## src/rtl/gain_ctrl_pkg.sv

```systemverilog
// Shared types and helpers for the automatic gain controller around the
// 32-to-16-bit gain stage.
package gain_ctrl_pkg;

  localparam int SHIFT_W = 5;
  localparam int COEFF_W = 16;

  typedef enum logic [2:0] {
    ST_IDLE,
    ST_WAIT,
    ST_CAPTURE,
    ST_SCAN,
    ST_DECIDE
  } agc_state_t;

  typedef struct packed {
    logic               sat;
    logic [SHIFT_W-1:0] req;
  } req_t;

  // Shift needed to bring a peak with MSB msb down to out_msb; msb=-1 is a zero peak.
  function automatic req_t calc_req(input logic signed [5:0] msb,
                                    input int out_msb,
                                    input int max_shift);
    int   raw;
    req_t r;
    raw = int'(msb) - out_msb;
    if (raw < 0) raw = 0;
    r.sat = (raw > max_shift);
    r.req = r.sat ? SHIFT_W'(max_shift) : SHIFT_W'(raw);
    return r;
  endfunction

endpackage

```

## src/rtl/gain_ctrl_agc_if.sv

```systemverilog
// Link between the gain stage (master) and the AGC (slave): sample sync,
// running peak, peak clear and the shift coefficient.
interface gain_ctrl_agc_if #(
  parameter int CNT_W = 9
);
  import gain_ctrl_pkg::*;

  logic               en_sync_in;
  logic [CNT_W-1:0]   cnt_sync_in;
  logic [31:0]        max_in;
  logic               peak_clr;
  logic [COEFF_W-1:0] scaled_coeff;

  modport master (
    output en_sync_in, cnt_sync_in, max_in,
    input  peak_clr, scaled_coeff
  );

  modport slave (
    input  en_sync_in, cnt_sync_in, max_in,
    output peak_clr, scaled_coeff
  );

endinterface

```

## src/rtl/gain_ctrl_agc_msb_scan_serial.sv

```systemverilog
// Bit-serial MSB finder: after i_start, tests one bit per cycle from bit 31
// down; o_done and o_msb are valid in the cycle the scan terminates.
module msb_scan_serial (
  input  logic              clk,
  input  logic              rst,
  input  logic              i_start,
  input  logic [31:0]       i_value,
  output logic signed [5:0] o_msb,
  output logic              o_done
);

  logic [4:0] r_idx;
  logic       r_active;
  logic       w_hit;

  assign w_hit  = i_value[r_idx];
  assign o_done = r_active && (w_hit || r_idx == 5'd0);
  assign o_msb  = w_hit ? $signed({1'b0, r_idx}) : -6'sd1;

  // NOTE: sequential state uses non-blocking assignments so every register
  // samples the pre-edge values regardless of statement order.
  always_ff @(posedge clk) begin
    if (rst) begin
      r_active <= 1'b0;
      r_idx    <= '0;
    end else if (i_start) begin
      r_active <= 1'b1;
      r_idx    <= 5'd31;
    end else if (r_active) begin
      if (o_done) r_active <= 1'b0;
      else        r_idx    <= r_idx - 5'd1;
    end
  end

endmodule

```

## src/rtl/gain_ctrl_agc.sv

```systemverilog
// Automatic gain controller: windows the gain stage's peak, finds its MSB,
// and commits a hysteresis-filtered right shift only at frame starts.
module gain_ctrl_agc
  import gain_ctrl_pkg::*;
#(
  parameter int CNT_W      = 9,
  parameter int FRAME_LEN  = 512,
  parameter int WIN_FRAMES = 4,
  parameter int OUT_MSB    = 14,
  parameter int MAX_SHIFT  = 16,
  parameter int INIT_SHIFT = 8,
  parameter int DEC_EVALS  = 3,
  parameter int PEAK_LAT   = 2
) (
  input  logic               clk,
  input  logic               rst,
  gain_ctrl_agc_if.slave     gs,
  input  logic               auto_en,
  input  logic [SHIFT_W-1:0] manual_coeff,
  output logic               coeff_upd,
  output logic               sat_flag,
  output logic               busy
);

  localparam int FC_W   = (WIN_FRAMES > 1) ? $clog2(WIN_FRAMES) : 1;
  localparam int WAIT_W = (PEAK_LAT > 1) ? $clog2(PEAK_LAT) : 1;
  localparam int DEC_W  = $clog2(DEC_EVALS + 1);

  agc_state_t        r_state;
  logic [FC_W-1:0]   r_frame_cnt;
  logic [WAIT_W-1:0] r_wait_cnt;
  logic [31:0]       r_peak;
  logic signed [5:0] r_msb;
  logic              r_peak_clr;
  logic              r_busy;
  logic [SHIFT_W-1:0] r_coeff;
  logic               r_coeff_upd;
  logic [SHIFT_W-1:0] r_pending;
  logic               r_pending_vld;
  logic [DEC_W-1:0]   r_dec_cnt;
  logic               r_sat;

  logic               w_frame_end;
  logic               w_frame_start;
  logic               w_win_end;
  logic               w_scan_done;
  logic signed [5:0]  w_scan_msb;
  logic [SHIFT_W-1:0] w_manual;
  req_t               w_req;

  assign w_frame_end   = gs.en_sync_in && (gs.cnt_sync_in == CNT_W'(FRAME_LEN - 1));
  assign w_frame_start = gs.en_sync_in && (gs.cnt_sync_in == '0);
  assign w_win_end     = w_frame_end && (r_frame_cnt == FC_W'(WIN_FRAMES - 1));
  assign w_manual      = (manual_coeff > SHIFT_W'(MAX_SHIFT)) ? SHIFT_W'(MAX_SHIFT) : manual_coeff;
  assign w_req         = calc_req(r_msb, OUT_MSB, MAX_SHIFT);

  always_ff @(posedge clk) begin
    if (rst)              r_frame_cnt <= '0;
    else if (w_frame_end) r_frame_cnt <= w_win_end ? '0 : r_frame_cnt + 1'b1;
  end

  msb_scan_serial u_scan (
    .clk     (clk),
    .rst     (rst),
    .i_start (r_state == ST_CAPTURE),
    .i_value (r_peak),
    .o_msb   (w_scan_msb),
    .o_done  (w_scan_done)
  );

  // peak_clr and busy are set on entry to their states so they are registered.
  always_ff @(posedge clk) begin
    if (rst) begin
      r_state    <= ST_IDLE;
      r_wait_cnt <= '0;
      r_peak     <= '0;
      r_msb      <= '0;
      r_peak_clr <= 1'b0;
      r_busy     <= 1'b0;
    end else begin
      r_peak_clr <= 1'b0;
      case (r_state)
        ST_IDLE: if (w_win_end) begin
          r_state    <= ST_WAIT;
          r_wait_cnt <= '0;
        end
        ST_WAIT: if (r_wait_cnt == WAIT_W'(PEAK_LAT - 1)) begin
          r_state    <= ST_CAPTURE;
          r_peak_clr <= 1'b1;
          r_busy     <= 1'b1;
        end else begin
          r_wait_cnt <= r_wait_cnt + 1'b1;
        end
        ST_CAPTURE: begin
          r_peak  <= gs.max_in;
          r_state <= ST_SCAN;
        end
        ST_SCAN: if (w_scan_done) begin
          r_msb   <= w_scan_msb;
          r_busy  <= 1'b0;
          r_state <= ST_DECIDE;
        end
        ST_DECIDE: begin
          r_state    <= w_win_end ? ST_WAIT : ST_IDLE;
          r_wait_cnt <= '0;
        end
        default: r_state <= ST_IDLE;
      endcase
    end
  end

  // A decision made in the same cycle as a commit is assigned last and survives.
  always_ff @(posedge clk) begin
    if (rst) begin
      r_coeff       <= SHIFT_W'(INIT_SHIFT);
      r_coeff_upd   <= 1'b0;
      r_pending     <= '0;
      r_pending_vld <= 1'b0;
      r_dec_cnt     <= '0;
      r_sat         <= 1'b0;
    end else begin
      r_coeff_upd <= 1'b0;
      if (w_frame_start) begin
        if (!auto_en) begin
          if (w_manual != r_coeff) begin
            r_coeff     <= w_manual;
            r_coeff_upd <= 1'b1;
          end
        end else if (r_pending_vld) begin
          r_pending_vld <= 1'b0;
          if (r_pending != r_coeff) begin
            r_coeff     <= r_pending;
            r_coeff_upd <= 1'b1;
          end
        end
      end
      if (r_state == ST_DECIDE) begin
        if (w_req.sat) r_sat <= 1'b1;
        if (w_req.req > r_coeff) begin
          r_pending     <= w_req.req;
          r_pending_vld <= 1'b1;
          r_dec_cnt     <= '0;
        end else if (w_req.req < r_coeff) begin
          if (r_dec_cnt == DEC_W'(DEC_EVALS - 1)) begin
            r_pending     <= r_coeff - 1'b1;
            r_pending_vld <= 1'b1;
            r_dec_cnt     <= '0;
          end else begin
            r_dec_cnt <= r_dec_cnt + 1'b1;
          end
        end else begin
          r_dec_cnt     <= '0;
          r_pending_vld <= 1'b0;
        end
      end
    end
  end

  assign gs.peak_clr     = r_peak_clr;
  assign gs.scaled_coeff = COEFF_W'(r_coeff);
  assign coeff_upd       = r_coeff_upd;
  assign sat_flag        = r_sat;
  assign busy            = r_busy;

  // The peak pipeline is idle again well before the next window can end.
  a_win_end_idle: assert property (@(posedge clk) disable iff (rst)
    w_win_end |-> (r_state == ST_IDLE || r_state == ST_DECIDE));

endmodule

```

## src/flat_wrapper.sv

```systemverilog
// flat-port wrapper written by rule: the top's interface ports become plain ports
module gain_ctrl_agc_flat import gain_ctrl_pkg::*;
#(
  parameter int CNT_W      = 9,
  parameter int FRAME_LEN  = 512,
  parameter int WIN_FRAMES = 4,
  parameter int OUT_MSB    = 14,
  parameter int MAX_SHIFT  = 16,
  parameter int INIT_SHIFT = 8,
  parameter int DEC_EVALS  = 3,
  parameter int PEAK_LAT   = 2
)
  (clk, rst, auto_en, manual_coeff, coeff_upd, sat_flag, busy, gs_en_sync_in, gs_cnt_sync_in, gs_max_in, gs_peak_clr, gs_scaled_coeff);
  gain_ctrl_agc_if #(.CNT_W(CNT_W)) gs_i ();
  input  logic clk;
  input  logic rst;
  input  logic auto_en;
  input  logic [SHIFT_W-1:0] manual_coeff;
  output logic coeff_upd;
  output logic sat_flag;
  output logic busy;
  input wire logic [$bits(gs_i.en_sync_in)-1:0] gs_en_sync_in;
  input wire logic [$bits(gs_i.cnt_sync_in)-1:0] gs_cnt_sync_in;
  input wire logic [$bits(gs_i.max_in)-1:0] gs_max_in;
  output wire logic [$bits(gs_i.peak_clr)-1:0] gs_peak_clr;
  output wire logic [$bits(gs_i.scaled_coeff)-1:0] gs_scaled_coeff;
  assign gs_i.en_sync_in = gs_en_sync_in;
  assign gs_i.cnt_sync_in = gs_cnt_sync_in;
  assign gs_i.max_in = gs_max_in;
  assign gs_peak_clr = gs_i.peak_clr;
  assign gs_scaled_coeff = gs_i.scaled_coeff;
  gain_ctrl_agc #(.CNT_W(CNT_W), .FRAME_LEN(FRAME_LEN), .WIN_FRAMES(WIN_FRAMES), .OUT_MSB(OUT_MSB), .MAX_SHIFT(MAX_SHIFT), .INIT_SHIFT(INIT_SHIFT), .DEC_EVALS(DEC_EVALS), .PEAK_LAT(PEAK_LAT)) u_core (.clk(clk), .rst(rst), .gs(gs_i), .auto_en(auto_en), .manual_coeff(manual_coeff), .coeff_upd(coeff_upd), .sat_flag(sat_flag), .busy(busy));
endmodule
```

## config.mk

```make
export PLATFORM = sky130hd
export DESIGN_NAME = gain_ctrl_agc_flat
export DESIGN_NICKNAME = d
export VERILOG_FILES = /design/src/rtl/gain_ctrl_pkg.sv /design/src/rtl/gain_ctrl_agc_if.sv /design/src/rtl/gain_ctrl_agc_msb_scan_serial.sv /design/src/rtl/gain_ctrl_agc.sv /design/src/flat_wrapper.sv
export SDC_FILE = /design/constraint.sdc
export NUM_CORES = 1
export LEC_CHECK = 0
export ABC_CLOCK_PERIOD_IN_PS = 2900
export BUFFER_PORTS_ARGS = -buffer_cell sky130_fd_sc_hd__buf_2
export CORE_MARGIN = 8
export CORE_UTILIZATION = 50
export DETAILED_ROUTE_END_ITERATION = 6
export PLACE_DENSITY = 0.73
export REMOVE_ABC_BUFFERS = 1
export SLEW_MARGIN = 10
export SYNTH_ARGS = -nofsm -noshare
export SYNTH_HDL_FRONTEND = slang
export SYNTH_HIERARCHICAL = 1
export SYNTH_SLANG_ARGS = --single-unit
```

## constraint.sdc

```tcl
create_clock -name clk -period 2.9 [get_ports clk]
set_input_delay 0.145 -clock clk [delete_from_list [all_inputs] [get_ports clk]]
set_output_delay 0.145 -clock clk [all_outputs]
set_load 0.01 [all_outputs]
```

==> impl_metrics.toml <==
[status]
status = "completed"

[die]
core.rowCount = 31
core-area_mm2 = 0.00718
start_util = 0.511
die_height_um = 102
ioPinCount = 70
die-area_mm2 = 0.0103
dieWidth_um = 102

[yosys]
ys_top_cells_by_area = "dfxtp_1 37%, nand2_1 8.4%, a21oi_1 6.3%"
syn-instance-count = 426
syn_area_per_cell_um2 = 8.61
synth-seq-cells = 67
synth_flop_cell = "dfxtp_1"
synth_seq_area_share = 0.366
async_reset_ff_frac = 0
netlist_top_cells_count = "82 x nand2_1, 67 x dfxtp_1, 46 x a21oi_1, 28 x nor2_1, 16 x mux2i_1"
netlist_area_mm2 = 0.00367
synth_most_common_cell = "nand2_1"
yosysUniqueCellTypes = 62
yosys.area.top_type = "dfxtp_1"
synth-edff-count = 0
yosys_warnings = 6
synth_top_area_frac = 0.366

[global_routing]
grt_first_pass_wirelength_mm = 13.3
grt_max_degree = 55
antenna_found_initial = 0
globalRouteTotalUtil = 0.162
grt-ovfl-total = 0
grt_pass1_vias = 2977

[setup_path]
critPathArrivalTime_ns = 2.98
rr_startpoint = "u_core/r_msb[1]$_SDFFE_PP0P_"
slowest_delay_ns = 0.41
crit_required_ns = 3.15
slowest_stage = "dfxtp_1"
cp-startpoint = "u_core/r_msb[1]$_SDFFE_PP0P_"
worstPathMaxFanout = 5
critical_path_class = "reg -> reg"
crit_path_end_kind = "flop"
cp_cell_sequence = "ha_1 -> nor2b_1 -> mux2i_1 -> nor3b_1 -> ha_1 -> and3_4 -> and3_4 -> a211o_1 -> and3b_1 -> a311oi_1"
start_kind = "flop"

[min_path]
min_path_type = "in -> reg"
hold_start = "gs_max_in[24]"

[detailed_routing]
avgRoutedWirePerCell_um = 13.7
antenna_left = 0
dr_total_vias = 3088
routed_wl_mm = 8.00
drt_iter0_drc = 129
drc = 0
first_pass_iters = 4
via_per_inst = 5.30

[timing]
fin_crit_sh = 0.941
tns_ns = 0
rsz0062_at_grt = "no"
layout_min_cycle_time_ns = 2.73
setup_viol = 0
slew_viol_final = 0
fin_ws_ns = 0.171
slew_headroom = 0.389
worst_pin_slew_ns = 0.916
final_hold_viol_count = 0
skew_ns = 0.0112
hold_slack_ns = 0.0301
max_clock_freq_mhz = 366

[clock_network]
cts_made_buffers = 9
cts_root_buffer = "clkbuf_8"
cts_tree = "built"
cts.clk_slew.worst_paths_ns = 0.07
post_cts_buffers = 0
h-tree-depth = 3
cts_buffer_depth = 2
cts.sinks = 67
clock_latency_ns = 0.35

[cells_and_area]
syn_to_final_growth_pct = 13.9
finalNetCount = 539
drive_gt1_frac = 0.217
fill_cells = 660
fin_area_mm2 = 0.00417
diodes = 0

[flow_run]
cap_viol_max_count = 0

[placed_design]
gp_congestion = 0.807
post-place-ws_ns = 0.0346
hpwl_mm = 5.91
dpl-instance-area_mm2 = 0.00398
io_buffers = 58

[power_and_ir_drop]
power.leakage_uw = 0.00168
p_per_area_mw_per_mm2 = 413
ir_drop_v = 0.000338
## routing by layer
layer | share of wire | global-route usage | up-vias
met3 | 0.062 | 0.0515 | 11
met2 | 0.48 | 0.266 | 77
li1 | - | - | 1593
met1 | 0.44 | 0.188 | 1407
met5 | 0 | 0 | -
met4 | 0.015 | 0.0722 | 0
## critical path: cells and delay by family (launching register included)
| family | cells | cell delay (ns) |
|---|---|---|
| AO/OA/AOI/OAI | 2 | 0.56 |
| adder cells (fa/ha/maj) | 2 | 0.54 |
| flip-flops | 1 | 0.41 |
| multiplexers | 1 | 0.11 |
| AND/OR/NAND/NOR | 5 | 1.02 |
## metrics by stage
stage | cells | total power (µW) | util
after floorplan | 404 | 965 | -
after global routing | 583 | 1790 | 0.582
after CTS | 583 | 1750 | 0.581
after global placement | 568 | 1020 | 0.555
final | 583 | 1720 | 0.582
after detailed placement | 568 | 1020 | 0.555
## report_power, final
group | switching [µW] | total, µW | internal [µW]
sequential | 0.924 | 922 | 921
combinational | 44.8 | 79.3 | 34.4
clock | 347 | 722 | 375
## sequential cells by signal, summed over array words and instances (netlist names)
register / count
u_core/r_peak: 32
u_core/r_state: 3
u_core/r_coeff: 5
u_core/gs.peak_clr: 1
u_core/r_pending: 5
u_core/r_wait_cnt: 1
u_core/r_dec_cnt: 2
u_core/r_frame_cnt: 2
u_core/sat_flag: 1
u_core/u_scan/r_active: 1
u_core/r_msb: 6
u_core/r_pending_vld: 1
u_core/coeff_upd: 1
u_core/busy: 1
u_core/u_scan/r_idx: 5
## final timing paths
kind                                       to  slack, ns  depth (start not counted)
max          u_core/r_pending[1]$_SDFFE_PP0P_       0.17                         10
min            u_core/r_peak[24]$_SDFFE_PP0P_       0.03                          3
max reg2reg  u_core/r_pending[1]$_SDFFE_PP0P_       0.17                         10
min reg2reg    u_core/r_peak[21]$_SDFFE_PP0P_       0.45                          2
## final cells by class
cell class / count / area (µm²) / area share
clock buffers: 12 / 165 / 0.0396
multi-input cells: 324 / 2130 / 0.510
well taps: 99 / 124 / 0.0297
flip-flops and latches: 67 / 1340 / 0.322
clock inverters: 3 / 22.5 / 0.00540
inverters: 13 / 48.8 / 0.0117
repair buffers: 65 / 343 / 0.0821
## repair_timing
action	CTS	global route
hold buffers	0	0
resized for setup	0	2
setup endpoints to repair	0	6
## layout by cell type, fill, tap and decap left out, types with 3 or more instances in the layout
cell type / synthesis / layout
mux4_1: 7 / 7
clkinvlp_4: 0 / 3
o21ai_0: 4 / 4
nand3_1: 4 / 3
ha_1: 9 / 9
dfxtp_1: 67 / 66
or3_1: 5 / 5
o22ai_1: 3 / 3
buf_2: 3 / 58
nor2b_1: 6 / 6
xor2_1: 5 / 5
nor3_1: 11 / 11
inv_1: 13 / 13
a21oi_1: 46 / 46
conb_1: 1 / 11
nand3b_1: 3 / 3
nand2_1: 82 / 82
nor4_1: 9 / 9
nor2_1: 28 / 28
nand4_1: 5 / 5
clkbuf_8: 1 / 12
xnor2_1: 4 / 4
a31oi_1: 3 / 3
buf_4: 13 / 7
nor3b_1: 4 / 4
mux2i_1: 16 / 16
a22oi_1: 4 / 4
nand2b_1: 12 / 12
## cells by family (layout without fill, tap and decap cells)
group	after synthesis	in the layout	synth area share
DFF	67	67	0.366
and+or+nand+nor	185	185	0.249
xor gates and xnor gates	9	9	0.0215
buffers and inverters	45	93	0.0652
AOI/OAI and AO/OA	81	81	0.146
muxes	29	29	0.120
adders and majority gates	9	9	0.0307
other	1	11	0.00102
Power figures use the tool's default switching activity.
